<file path="src/rtl/decode_stage.sv">
// Purpose: RV32/RV64 integer decode stage; one 32-bit instruction per cycle into a
//          normalised control word held in a two-entry (main + skid) output buffer.
// Latency: 1 cycle from accept to presentation when main is empty or draining.
// Backpressure: valid/ready on both sides; in_ready is a flop and drops only when
//               the skid entry is occupied, so out_ready has no combinational path to it.
// Ports:
//   clk, rst            sole clock, synchronous active-high reset
//   flush               kills both buffered words and any same-cycle accept
//   in_valid/in_ready   fetch-side handshake for in_inst/in_pc
//   out_valid/out_ready issue-side handshake for the out_* decoded fields
//   out_unit            00 none/illegal, 01 ALU, 10 MEM, 11 FENCE
//   out_alu_op/out_word/out_mem_op/out_rd*/out_rs*/out_imm/out_fence_*/out_illegal
module decode_stage #(
  parameter int XLEN = 32
) (
  input  logic            clk,
  input  logic            rst,
  input  logic            flush,
  input  logic            in_valid,
  output logic            in_ready,
  input  logic [31:0]     in_inst,
  input  logic [XLEN-1:0] in_pc,
  output logic            out_valid,
  input  logic            out_ready,
  output logic [XLEN-1:0] out_pc,
  output logic [1:0]      out_unit,
  output logic [3:0]      out_alu_op,
  output logic            out_word,
  output logic [3:0]      out_mem_op,
  output logic [4:0]      out_rd,
  output logic [4:0]      out_rs1,
  output logic [4:0]      out_rs2,
  output logic            out_rd_we,
  output logic [XLEN-1:0] out_imm,
  output logic [3:0]      out_fence_pred,
  output logic [3:0]      out_fence_succ,
  output logic            out_illegal
);

  localparam bit IS_RV64 = (XLEN == 64);

  localparam logic [6:0] OPC_LOAD      = 7'b0000011;
  localparam logic [6:0] OPC_MISC_MEM  = 7'b0001111;
  localparam logic [6:0] OPC_OP_IMM    = 7'b0010011;
  localparam logic [6:0] OPC_AUIPC     = 7'b0010111;
  localparam logic [6:0] OPC_OP_IMM_32 = 7'b0011011;
  localparam logic [6:0] OPC_STORE     = 7'b0100011;
  localparam logic [6:0] OPC_OP        = 7'b0110011;
  localparam logic [6:0] OPC_LUI       = 7'b0110111;
  localparam logic [6:0] OPC_OP_32     = 7'b0111011;

  localparam logic [1:0] UNIT_NONE  = 2'b00;
  localparam logic [1:0] UNIT_ALU   = 2'b01;
  localparam logic [1:0] UNIT_MEM   = 2'b10;
  localparam logic [1:0] UNIT_FENCE = 2'b11;

  typedef struct packed {
    logic [XLEN-1:0] pc;
    logic [1:0]      unit;
    logic [3:0]      alu_op;
    logic            word;
    logic [3:0]      mem_op;
    logic [4:0]      rd;
    logic [4:0]      rs1;
    logic [4:0]      rs2;
    logic            rd_we;
    logic [XLEN-1:0] imm;
    logic [3:0]      fence_pred;
    logic [3:0]      fence_succ;
    logic            illegal;
  } dec_t;

  // ---------------------------------------------------------------------------
  // Combinational decode of the offered instruction
  // ---------------------------------------------------------------------------
  logic [6:0]      opcode;
  logic [2:0]      funct3;
  logic [6:0]      funct7;
  logic [4:0]      rd;
  logic [4:0]      rs1;
  logic [4:0]      rs2;
  logic [XLEN-1:0] imm_i;
  logic [XLEN-1:0] imm_s;
  logic [XLEN-1:0] imm_u_raw;
  logic [XLEN-1:0] imm_u;
  logic            f7_zero;
  logic            f7_alt;

  assign opcode  = in_inst[6:0];
  assign rd      = in_inst[11:7];
  assign funct3  = in_inst[14:12];
  assign rs1     = in_inst[19:15];
  assign rs2     = in_inst[24:20];
  assign funct7  = in_inst[31:25];
  assign f7_zero = (funct7 == 7'b0000000);
  assign f7_alt  = (funct7 == 7'b0100000);

  assign imm_i = {{(XLEN-12){in_inst[31]}}, in_inst[31:20]};
  assign imm_s = {{(XLEN-12){in_inst[31]}}, in_inst[31:25], in_inst[11:7]};
  // Sign-extend the 20-bit field first, then shift: yields {sext, inst[31:12], 12'b0}
  // for either XLEN without a zero-width replication at XLEN=32.
  assign imm_u_raw = {{(XLEN-20){in_inst[31]}}, in_inst[31:12]};
  assign imm_u     = imm_u_raw << 12;

  dec_t dec;
  logic legal;

  always_comb begin
    dec        = '0;
    dec.pc     = in_pc;
    legal      = 1'b0;

    case (opcode)
      OPC_OP_IMM: begin
        dec.unit   = UNIT_ALU;
        dec.rd     = rd;
        dec.rs1    = rs1;
        dec.rd_we  = (rd != 5'd0);
        dec.imm    = imm_i;
        dec.alu_op = {(funct3 == 3'b101) & in_inst[30], funct3};
        case (funct3)
          // RV64 shamt is 6 bits, so inst[25] belongs to the shift amount there.
          3'b001:  legal = IS_RV64 ? (in_inst[31:26] == 6'b000000) : f7_zero;
          3'b101:  legal = IS_RV64 ? (in_inst[31:26] == 6'b000000 || in_inst[31:26] == 6'b010000)
                                   : (f7_zero || f7_alt);
          default: legal = 1'b1;
        endcase
      end

      OPC_OP_IMM_32: begin
        dec.unit   = UNIT_ALU;
        dec.word   = 1'b1;
        dec.rd     = rd;
        dec.rs1    = rs1;
        dec.rd_we  = (rd != 5'd0);
        dec.imm    = imm_i;
        dec.alu_op = {(funct3 == 3'b101) & in_inst[30], funct3};
        case (funct3)
          3'b000:  legal = IS_RV64;
          3'b001:  legal = IS_RV64 && f7_zero;
          3'b101:  legal = IS_RV64 && (f7_zero || f7_alt);
          default: legal = 1'b0;
        endcase
      end

      OPC_OP: begin
        dec.unit   = UNIT_ALU;
        dec.rd     = rd;
        dec.rs1    = rs1;
        dec.rs2    = rs2;
        dec.rd_we  = (rd != 5'd0);
        dec.alu_op = {in_inst[30], funct3};
        legal      = f7_zero || (f7_alt && (funct3 == 3'b000 || funct3 == 3'b101));
      end

      OPC_OP_32: begin
        dec.unit   = UNIT_ALU;
        dec.word   = 1'b1;
        dec.rd     = rd;
        dec.rs1    = rs1;
        dec.rs2    = rs2;
        dec.rd_we  = (rd != 5'd0);
        dec.alu_op = {in_inst[30], funct3};
        // Only ADDW/SUBW, SLLW, SRLW/SRAW exist; SUB/SRA-style alt only on 000/101.
        case (funct3)
          3'b000, 3'b101: legal = IS_RV64 && (f7_zero || f7_alt);
          3'b001:         legal = IS_RV64 && f7_zero;
          default:        legal = 1'b0;
        endcase
      end

      OPC_LUI: begin
        dec.unit   = UNIT_ALU;
        dec.rd     = rd;
        dec.rd_we  = (rd != 5'd0);
        dec.imm    = imm_u;
        dec.alu_op = 4'b0000;
        legal      = 1'b1;
      end

      OPC_AUIPC: begin
        // Downstream adds the carried PC to imm; no source register.
        dec.unit   = UNIT_ALU;
        dec.rd     = rd;
        dec.rd_we  = (rd != 5'd0);
        dec.imm    = imm_u;
        dec.alu_op = 4'b1000;
        legal      = 1'b1;
      end

      OPC_LOAD: begin
        dec.unit   = UNIT_MEM;
        dec.rd     = rd;
        dec.rs1    = rs1;
        dec.rd_we  = (rd != 5'd0);
        dec.imm    = imm_i;
        dec.mem_op = {1'b0, funct3};
        case (funct3)
          3'b011, 3'b110: legal = IS_RV64;
          3'b111:         legal = 1'b0;
          default:        legal = 1'b1;
        endcase
      end

      OPC_STORE: begin
        dec.unit   = UNIT_MEM;
        dec.rs1    = rs1;
        dec.rs2    = rs2;
        dec.imm    = imm_s;
        dec.mem_op = {1'b1, funct3};
        case (funct3)
          3'b000, 3'b001, 3'b010: legal = 1'b1;
          3'b011:                 legal = IS_RV64;
          default:                legal = 1'b0;
        endcase
      end

      OPC_MISC_MEM: begin
        dec.unit = UNIT_FENCE;
        dec.imm  = imm_i;
        if (funct3 == 3'b000) begin
          dec.fence_pred = in_inst[27:24];
          dec.fence_succ = in_inst[23:20];
        end
        // Reserved fence fields (fm, rd, rs1) must be zero.
        legal = (funct3 == 3'b000 || funct3 == 3'b001) &&
                (rd == 5'd0) && (rs1 == 5'd0) && (in_inst[31:28] == 4'b0000);
      end

      // Unknown opcodes, and any encoding with inst[1:0] != 11, land here.
      default: legal = 1'b0;
    endcase

    if (!legal) begin
      dec.unit       = UNIT_NONE;
      dec.rd_we      = 1'b0;
      dec.alu_op     = 4'b0000;
      dec.mem_op     = 4'b0000;
      dec.word       = 1'b0;
      dec.imm        = '0;
      dec.fence_pred = 4'b0000;
      dec.fence_succ = 4'b0000;
      dec.illegal    = 1'b1;
    end
  end

  // ---------------------------------------------------------------------------
  // Two-entry output buffer (main presented, skid behind it)
  // ---------------------------------------------------------------------------
  dec_t main_q, main_d;
  dec_t skid_q, skid_d;
  logic main_vld_q, main_vld_d;
  logic skid_vld_q, skid_vld_d;
  logic in_rdy_q, in_rdy_d;
  logic accept;
  logic drain;

  // in_rdy_q always mirrors !skid_vld_q, so an accept implies the skid is free.
  assign accept = in_valid && in_rdy_q;
  assign drain  = main_vld_q && out_ready;

  always_comb begin
    main_d     = main_q;
    skid_d     = skid_q;
    main_vld_d = main_vld_q;
    skid_vld_d = skid_vld_q;

    if (drain) begin
      if (skid_vld_q) begin
        main_d     = skid_q;
        main_vld_d = 1'b1;
        skid_vld_d = 1'b0;
      end else begin
        main_vld_d = 1'b0;
      end
    end

    if (accept) begin
      if (!main_vld_q || drain) begin
        main_d     = dec;
        main_vld_d = 1'b1;
      end else begin
        skid_d     = dec;
        skid_vld_d = 1'b1;
      end
    end

    if (flush) begin
      main_vld_d = 1'b0;
      skid_vld_d = 1'b0;
    end

    // Keeps every output field at zero while nothing is presented.
    if (!main_vld_d) begin
      main_d = '0;
    end

    in_rdy_d = !skid_vld_d;
  end

  always_ff @(posedge clk) begin
    if (rst) begin
      main_q     <= '0;
      skid_q     <= '0;
      main_vld_q <= 1'b0;
      skid_vld_q <= 1'b0;
      in_rdy_q   <= 1'b1;
    end else begin
      main_q     <= main_d;
      skid_q     <= skid_d;
      main_vld_q <= main_vld_d;
      skid_vld_q <= skid_vld_d;
      in_rdy_q   <= in_rdy_d;
    end
  end

  assign in_ready       = in_rdy_q;
  assign out_valid      = main_vld_q;
  assign out_pc         = main_q.pc;
  assign out_unit       = main_q.unit;
  assign out_alu_op     = main_q.alu_op;
  assign out_word       = main_q.word;
  assign out_mem_op     = main_q.mem_op;
  assign out_rd         = main_q.rd;
  assign out_rs1        = main_q.rs1;
  assign out_rs2        = main_q.rs2;
  assign out_rd_we      = main_q.rd_we;
  assign out_imm        = main_q.imm;
  assign out_fence_pred = main_q.fence_pred;
  assign out_fence_succ = main_q.fence_succ;
  assign out_illegal    = main_q.illegal;

endmodule

</file>
<file path="config.mk">
export PLATFORM = sky130hd
export DESIGN_NAME = decode_stage
export DESIGN_NICKNAME = d
export VERILOG_FILES = /design/src/rtl/decode_stage.sv
export SDC_FILE = /design/constraint.sdc
export NUM_CORES = 1
export LEC_CHECK = 0
export BUFFER_PORTS_ARGS = -buffer_cell sky130_fd_sc_hd__buf_2
export CAP_MARGIN = 20
export CORE_MARGIN = 2
export CORE_UTILIZATION = 51
export CTS_CLUSTER_DIAMETER = 50
export DETAILED_ROUTE_END_ITERATION = 7
export PLACE_DENSITY = 0.74
export SYNTH_ARGS = -nofsm -noshare
export SYNTH_HDL_FRONTEND = slang
export SYNTH_SLANG_ARGS = --single-unit
</file>
<file path="constraint.sdc">
create_clock -name clk -period 2.4 [get_ports clk]
set_clock_uncertainty 0.05 [all_clocks]
set_input_delay 0.36 -clock clk [delete_from_list [all_inputs] [get_ports clk]]
set_output_delay 0.36 -clock clk [all_outputs]
set_load 0.05 [all_outputs]
</file>
* Yosys cells after proc, flatten, opt, wreduce, memory -nomap -nowiden
Cells that the tools add are included.
** Storage, ports and cells
- Memories :: 0
- Word-level logic and storage cells :: 111
- Bits in registers :: 203
- Latch bits :: 0
- Bits in read-only memories :: 0
- Bits in writable memories :: 0
** Operators by class
- Multiplexer cells :: 30
- Reductions and logical operators :: 33
- Bitwise operators :: 3
- Shifts and indexed selects :: 0
- $mul :: 0
- Equality and inequality tests :: 16
- $add $sub $neg :: 0
- $lt $le $gt $ge :: 0
- Divide/modulo/power cells :: 0
** Operator list (number)
- 2-to-1 mux 100 bit :: 4
- case mux 32 bit (3 select lines) :: 1
- 2-to-1 mux 42 bit :: 1
- equality test 7 x 6 -> 1 bit, second input constant :: 5
- equality test 7 x 5 -> 1 bit, second input constant :: 3
- 2-to-1 mux 8 bit :: 2
- 2-to-1 mux 5 bit :: 3
- 2-to-1 mux 1 bit :: 13
- case mux 4 bit (3 select lines) :: 1
- OR reduction 2 bit :: 6
- OR reduction 6 bit :: 2
- 2-to-1 mux 11 bit :: 1
- zero test 5 bit :: 2
- equality test 3 bit, second input constant :: 3
- OR reduction 3 bit :: 3
- case mux 4 bit (2 select lines) :: 1
- equality test 7 x 2 -> 1 bit, second input constant :: 1
- equality test 7 x 4 -> 1 bit, second input constant :: 1
- zero test 7 bit :: 1
- OR reduction 7 bit :: 1
- equality test 3 x 2 -> 1 bit, second input constant :: 2
- logical AND 1 bit :: 6
- case mux 1 bit (6 select lines) :: 1
- case mux 2 bit (3 select lines) :: 1
- other kinds (11) :: 17

* Logic depth before layout (Yosys ltp)
Gate-level depths: netlist of the first run.
- Depth after elaboration :: 9
- Depth in mapped cells :: 8
- Mapped depth without buffers :: 6

* Least setup slack after synthesis of the first run
Ideal clock, no wire load.
- Path kind :: flip-flop to flip-flop
- Start point :: register in_rdy_q, in the netlist in_ready
- End point :: register main_q, in the netlist out_fence_pred[3]
- Setup time :: 60 ps
- Setup slack :: 230 ps
- Required time :: 2290 ps
- Arrival time :: 2060 ps
- Cell stages (with the launch flop) :: 7
- Path through :: dfxtp_1 > nand2_1 > or2_2 > clkbuf_1 > nor2_2 > clkbuf_1 > a41o_1
** Between the ends
- Cells in the longest elaborated chain, start to end :: 5
** RTL lines
- from (decl) :: RTL line 254 : logic in_rdy_q, in_rdy_d;
- from (signal assigned) :: RTL line 313 : in_rdy_q <= in_rdy_d;
- logical AND 1 bit * :: RTL line 259 : assign accept = in_valid && in_rdy_q;
- 2-to-1 mux 1 bit :: RTL line 278 : if (accept) begin
- 2-to-1 mux 1 bit :: RTL line 288 : if (flush) begin
- NOT 1 bit (no source line)
- OR reduction 2 bit (no source line)
- to (signal assigned) :: RTL line 309 : main_q <= main_d;
- to (decl) :: RTL line 250 : dec_t main_q, main_d;
Every way passes the cells marked *; elsewhere a longest branch is shown, timed or not.
A chain may end at the register's enable or synchronous reset.

* Final worst setup path of the first run
- Start point :: register main_vld_q, in the netlist out_valid
- End point :: register skid_q[38] in the netlist's numbering
** Between the ends
- Cells in the longest elaborated chain, start to end :: 4
** RTL lines
- from (decl) :: RTL line 252 : logic main_vld_q, main_vld_d;
- from (signal assigned) :: RTL line 311 : main_vld_q <= main_vld_d;
- zero test 1 bit or logical AND 1 bit (tied branches) :: RTL line 279, 260
- logical OR 1 bit * :: RTL line 279 : if (!main_vld_q || drain) begin
- NOT 1 bit (no source line) *
- AND reduction 2 bit (no source line) *
- to (signal assigned) :: RTL line 310 : skid_q <= skid_d;
- to (decl) :: RTL line 251 : dec_t skid_q, skid_d;
Marks and branches as above.

==> impl_results.md, run 1 <==
- Final min period: 2.09 ns
- Biggest area consumer among synthesized cells: dfxtp_1
- Worst Path Arrival: 2.45 ns
- Initial drt markers: 942
- Multi-input gate area: 4200 um2
- CP Launch Point: out_valid
- Drt pass-1 iters: 6
- Total Power: 7.89 mW
- Port buffer count: 170
- Storage cell area: 4060 um2
- CTS Buf Count: 24
- Initial antenna violation count: 1
- Max incr delay on CP: 0.50 ns
- Yosys reg bits: 203
- Die width: approximately 130 um
- Static leakage: around 4.2 nW
- Slew headroom: 0.428
- Clk buf depth: 3
- Post-CTS sizing: 0
- VDD IR max: about 0.48 mV
- Worst-path cell chain: nor2b_1 -> nor2b_4 -> buf_12 -> nor2_1 -> a311oi_1
- Crit. End Element: flip-flop
- Std cell rows: between 40 and 50
- Share of the synthesized area in the top cell type: 0.467
- Critical R2R Launch: out_valid
- Cell area after layout: roughly 11,000 um2
- Final core occ: 0.642
- Cell Area, Placed: 9810 um2
- Slew @ Worst Pin: roughly 0.86 ns
- WP data required: 2.75 ns
- Synth Cell Area: 8690 um2
- CP Class: flip-flop to flip-flop
- Clock root buffer: clkbuf_16
- DRC: 0
- Ys async rst share: 0
- CP Launch Type: flip-flop
- Yosys cell types: 52
- Post-Syn Instances: 1,112
- Post-detailed-route wirelength per cell: 17.6 um
- Clk_lat worst skew: 0.51 ns
- Routed Antenna Nets: 0
- DP Wirelength: 16.4 mm
- Vias in the first global route: 7,999
- CTS Sinks: 203
- Register area share after synthesis: 0.467
- Die height: 135 um
- Final hold violations: 0
- HP Class: input pin to flip-flop
- Post-Syn Area per Cell: 7.82 um2
- WL final: 25.9 mm
- Unrepaired setup endpoints after global routing: false
- Syn Nets: 1,181
- Number of enable flip-flop cells after synthesis: 0
- Die area: 18,100 um2
- Hold WS: 0.0522 ns
- Run status: finished clean
- Ys flop type: dfxtp_1
- Pins Over Slew Limit: 0
- Period utilization: 0.873
- Via count: 8,679
- Fmax: 477 MHz
- Buffers & Inverters on Critical Path: 1
- Final Wtd Congestion: 0.926
- Setup-failing EPs final: 0
- # Post-CTS Setup Buffers: 0
- Clock H-tree levels: 1
- Largest fanout on the critical path: 53
- Antenna fix cells: 0
- Reg clk slew, reported paths: 0.06 ns
- Max-Cap Viols: 0
- Share of layout cells above drive strength 1: 0.212
- DR vias/cell: 5.88
- Worst hold start: in_pc[13]
- Top post-synthesis cells by area: dfxtp_1 (47%), nand2_1 (14%), a21oi_1 (6.3%)
- Core area: 16,600 um2
- Syn-to-layout area delta: 22.8%
- Setup TNS: 0 ns
- Layout fillers: 1,455
- Post-layout nets: 1,308
- CP max-delay cell: dfxtp_1
- PwrDens: 739 nW/um2
- Grt total ovfl: 0
- Crit path max-delay family: simple AND/OR/NAND/NOR gates
- CTS tree: done
- Hold Buf Count CTS: 0
- Initial Util: 0.522
- Yosys warns: 0
- Io pins: approximately 170
- Gr usage total: 0.278
- First-pass GRT wire length: 41.1 mm
- Largest net degree at the start of global routing: 74
==> worst min-delay path, cell delays in order <==
cell	delay [ns]
buf_2	0.11
nand2_1	0.05
a21oi_1	0.05
==> final cells by class <==
class / count / share of cell area
Sequential cell: 203 / 0.381
Clock buffer: 32 / 0.0667
Clock inverter: 12 / 0.0145
Multi-Input combinational cell: 792 / 0.393
Timing Repair Buffer: 203 / 0.114
Inverter: 15 / 0.00527
Tap cell: 220 / 0.0258
==> cells by family after synthesis <==
| kind of cell | count (synthesis) | share of synthesized area |
|---|---|---|
| buffers and inverters | 117 | 0.0531 |
| DFF | 203 | 0.467 |
| muxes | 11 | 0.0127 |
| AOI/OAI and AO/OA | 277 | 0.223 |
| xor gates and xnor gates | 1 | 0.00101 |
| and+or+nand+nor | 503 | 0.243 |
==> cells in the mapped netlist, types with 11 or more instances <==
library cell  count
inv_1            15
a31oi_1          27
nand4_1          11
buf_2            12
mux2i_1          11
dfxtp_1         203
nand2_1         335
a21oi_1         109
o2111ai_1        14
nand3_1          50
clkbuf_1         83
a41o_1           20
a311oi_1         62
nor2_1           70
==> flip-flops by register name, indices dropped and copies added (netlist names), 2 cells and up <==
signal / count
out_pc: 32
out_imm: 32
skid_q: 100
out_fence_succ: 4
out_rs2: 5
out_fence_pred: 4
out_rs1: 5
out_mem_op: 4
out_unit: 2
out_alu_op: 4
out_rd: 5
==> layer usage <==
layer  share of wire  wire length (um)  GRT usage  vias to the layer above
met3           0.097              2500     0.0541                       51
met4           0.024               619     0.0883                        2
met5         0.00027                 7          0                        -
li1                -                 -          -                     4177
met2            0.44             11500      0.434                      435
met1            0.43             11300      0.389                     4014
==> path summary, 6_finish.rpt <==
kind                 to  slack (ns)  depth (start not counted)
max          skid_q[38]        0.31                          5
min          skid_q[81]        0.05                          3
max reg2reg  skid_q[38]        0.31                          5
min reg2reg  skid_q[52]        0.40                          2
==> placed cells by master, fill, tap and decap left out, drive strengths merged, types with 5 or more instances in the layout <==
cell | Yosys | final
mux2i | 11 | 11
a31oi | 32 | 32
clkbuf | 83 | 32
nor2 | 72 | 72
buf | 19 | 203
nand4 | 11 | 11
o21ai | 10 | 10
clkinv | 0 | 6
nand3 | 50 | 50
o22ai | 7 | 7
o32ai | 7 | 7
nand3b | 6 | 6
nor3 | 5 | 5
a21oi | 109 | 109
dfxtp | 203 | 203
o2111ai | 14 | 14
a41o | 20 | 20
a311oi | 62 | 62
inv | 15 | 16
nand2 | 335 | 335
==> per-stage QoR <==
| step | setup WS, ns | instances |
|---|---|---|
| 6_report | 0.305 | 1477 |
| 5_1_grt | 0.166 | 1477 |
| 4_1_cts | 0.349 | 1477 |
| 3_5_place_dp | 0.0909 | 1433 |
| 3_3_place_gp | 0.179 | 1433 |
| 2_1_floorplan | 0.230 | 1112 |
==> report_power, final <==
part           leakage (nW)  internal (mW)  switching [mW]
logic                  2.14          0.163           0.421
registers              1.64           3.41          0.0240
clock network         0.426           2.42            1.45
(Power assumes the default switching activity.)
==> inputs of run 2 (changes only) <==
==> constraint.sdc (replaced) <==
create_clock -name clk -period 2.6 [get_ports clk]
set_clock_uncertainty 0.05 [all_clocks]
set_input_delay 0.39 -clock clk [delete_from_list [all_inputs] [get_ports clk]]
set_output_delay 0.39 -clock clk [all_outputs]
set_load 0.05 [all_outputs]
==> run 2 against run 1 <==
Total power shrank 15%. Die area is the same. Clock-buffer cell count grew 1. Via count shrank 1.1%. Worst setup slack gained 0.13 ns. Cell area shrank 1.8%. Non-clock buffer count shrank 1. Maximum frequency shrank 3.0%. Global-route usage shrank 0.14 points. Flip-flop and latch count is the same. First-iteration DRC count shrank 5.4%. Critical path type unchanged. Largest cell class unchanged. Highest routed layer is now met4.
==> impl_results.md, run 2 (same netlist as run 1, synthesis figures left out) <==
- Run status: finished clean
- Setup TNS: 0 ns
- Die width: around 130 um
- First-pass GRT wire length: 41.0 mm
- Setup slack after layout: around 0.44 ns
- Grt total ovfl: 0
- Placed cells: 1,432
- Combinational share of power: 0.081
- Slew @ Worst Pin: around 0.83 ns
- Pins Over Slew Limit: 0
- Fmax: 463 MHz
- Clock root buffer: clkbuf_16
- CP Launch Type: flip-flop
- Most frequent cells in the layout: nand2_1 (335), dfxtp_1 (203), buf_2 (169)
- Syn-to-layout area delta: 20.6%
- Static leakage: 4.10 nW
- Post-layout nets: 1,305
- Post-detailed-route wirelength per cell: 17.6 um
- VDD IR max: approximately 0.53 mV
- Non-filler cells, final: 1,470
- CP Class: flip-flop to flip-flop
- Slew headroom: 0.444
- DP Wirelength: 16.5 mm
- Via count: around 8,600
- Vias in the first global route: between 7,000 and 8,000
- # Post-CTS Setup Buffers: 0
- Final core occ: 0.630
- Clock share of power: 0.444
- Period utilization: 0.831
- Unrepaired setup endpoints after global routing: false
- Internal: 5.04 mW
- Gr usage total: 0.276
- Hold WS: 0.0944 ns
- Initial antenna violation count: 0
- CTS Sinks: 203
- Max reg flops: 100
- Final min period: 2.16 ns
- Die area: 18,100 um2
- Largest fanout on the critical path: roughly 50
- Place WS: 0.369 ns
- WP data required: between 2 and 3 ns
- Max-Cap Viols: 0
- CTS Buf Count: 22
- Clk_lat worst skew: 0.49 ns
- Share of layout cells above drive strength 1: 0.204
- Commonest non-fill, non-tap cell in the layout: nand2_1
- Hold Buf Count CTS: 0
- Core area: 16,600 um2
- DRC: 0
- Port buffer count: 170
- Initial Util: 0.522
- HP Class: input pin to flip-flop
- Initial drt markers: 891
- WL final: 25.8 mm
- Final Wtd Congestion: 0.866
- DR vias/cell: roughly 5.8
- Final hold violations: 0
- Clk buf depth: 3
- Switching part of the total power: 0.246
- Clock H-tree levels: 1
- PwrDens: 637 nW/um2
- Largest net degree at the start of global routing: 74
- CTS tree: done
- Reg power frac: 0.475
- Largest reg by FF count: skid_q
- Io pins: 171
- Die height: about 130 um
- Antenna fix cells: 0
- Reg clk slew, reported paths: 0.06 ns
- Std cell rows: 47
- Psw: 1.65 mW
- Routed Antenna Nets: 0
- Crit. End Element: flip-flop
- Worst Path Arrival: 2.51 ns
- Setup-failing EPs final: 0
- Post-CTS sizing: 0
- Drt pass-1 iters: 5
run 2: cell type report:
cell class / instances / area [um2]
clock buffer: 33 / 653
clock inverter: 5 / 32.5
fill: 1503 / 6150
inverter: 15 / 56.3
multi-input combinational: 792 / 4200
sequential: 203 / 4060
tap: 220 / 275
timing repair buffer: 202 / 1210
run 2: worst max-delay path: stages (launching register included):
cell	delay, ns
dfxtp_1	0.47
nor2b_1	0.37
nor2b_4	0.56
buf_12	0.31
nor2_1	0.06
a311oi_1	0.24
run 2: final timing paths:
path	cells past startpoint	start	slack, ns	to
max	5	out_valid	0.44	skid_q[29]
max reg2reg	5	out_valid	0.44	skid_q[29]
min reg2reg	2	skid_q[86]	0.40	skid_q[86]
min	3	in_pc[0]	0.09	skid_q[68]
run 2: per-stage QoR:
step	power, mW	area, um2
finish	6.68	10500
global route	6.90	10500
CTS	6.71	10500
detailed placement	3.77	9800
global placement	3.77	9800
floorplan	3.57	8690
run 2: per-layer routing:
layer | wire (um) | up-vias | GRT usage
met4 | 515 | 0 | 0.0795
met2 | 11800 | 374 | 0.433
met1 | 11500 | 4017 | 0.397
li1 | - | 4158 | -
met5 | 0 | - | 0
met3 | 2050 | 38 | 0.0417
run 2: power by group through the flow:
stage,sequential [mW],clock (mW),combinational [mW]
final,3.17,2.97,0.541
after global routing,3.18,3.14,0.580
after CTS,3.17,3.00,0.533
after detailed placement,3.24,0,0.529
after global placement,3.24,0,0.526
after floorplan,3.33,0,0.234
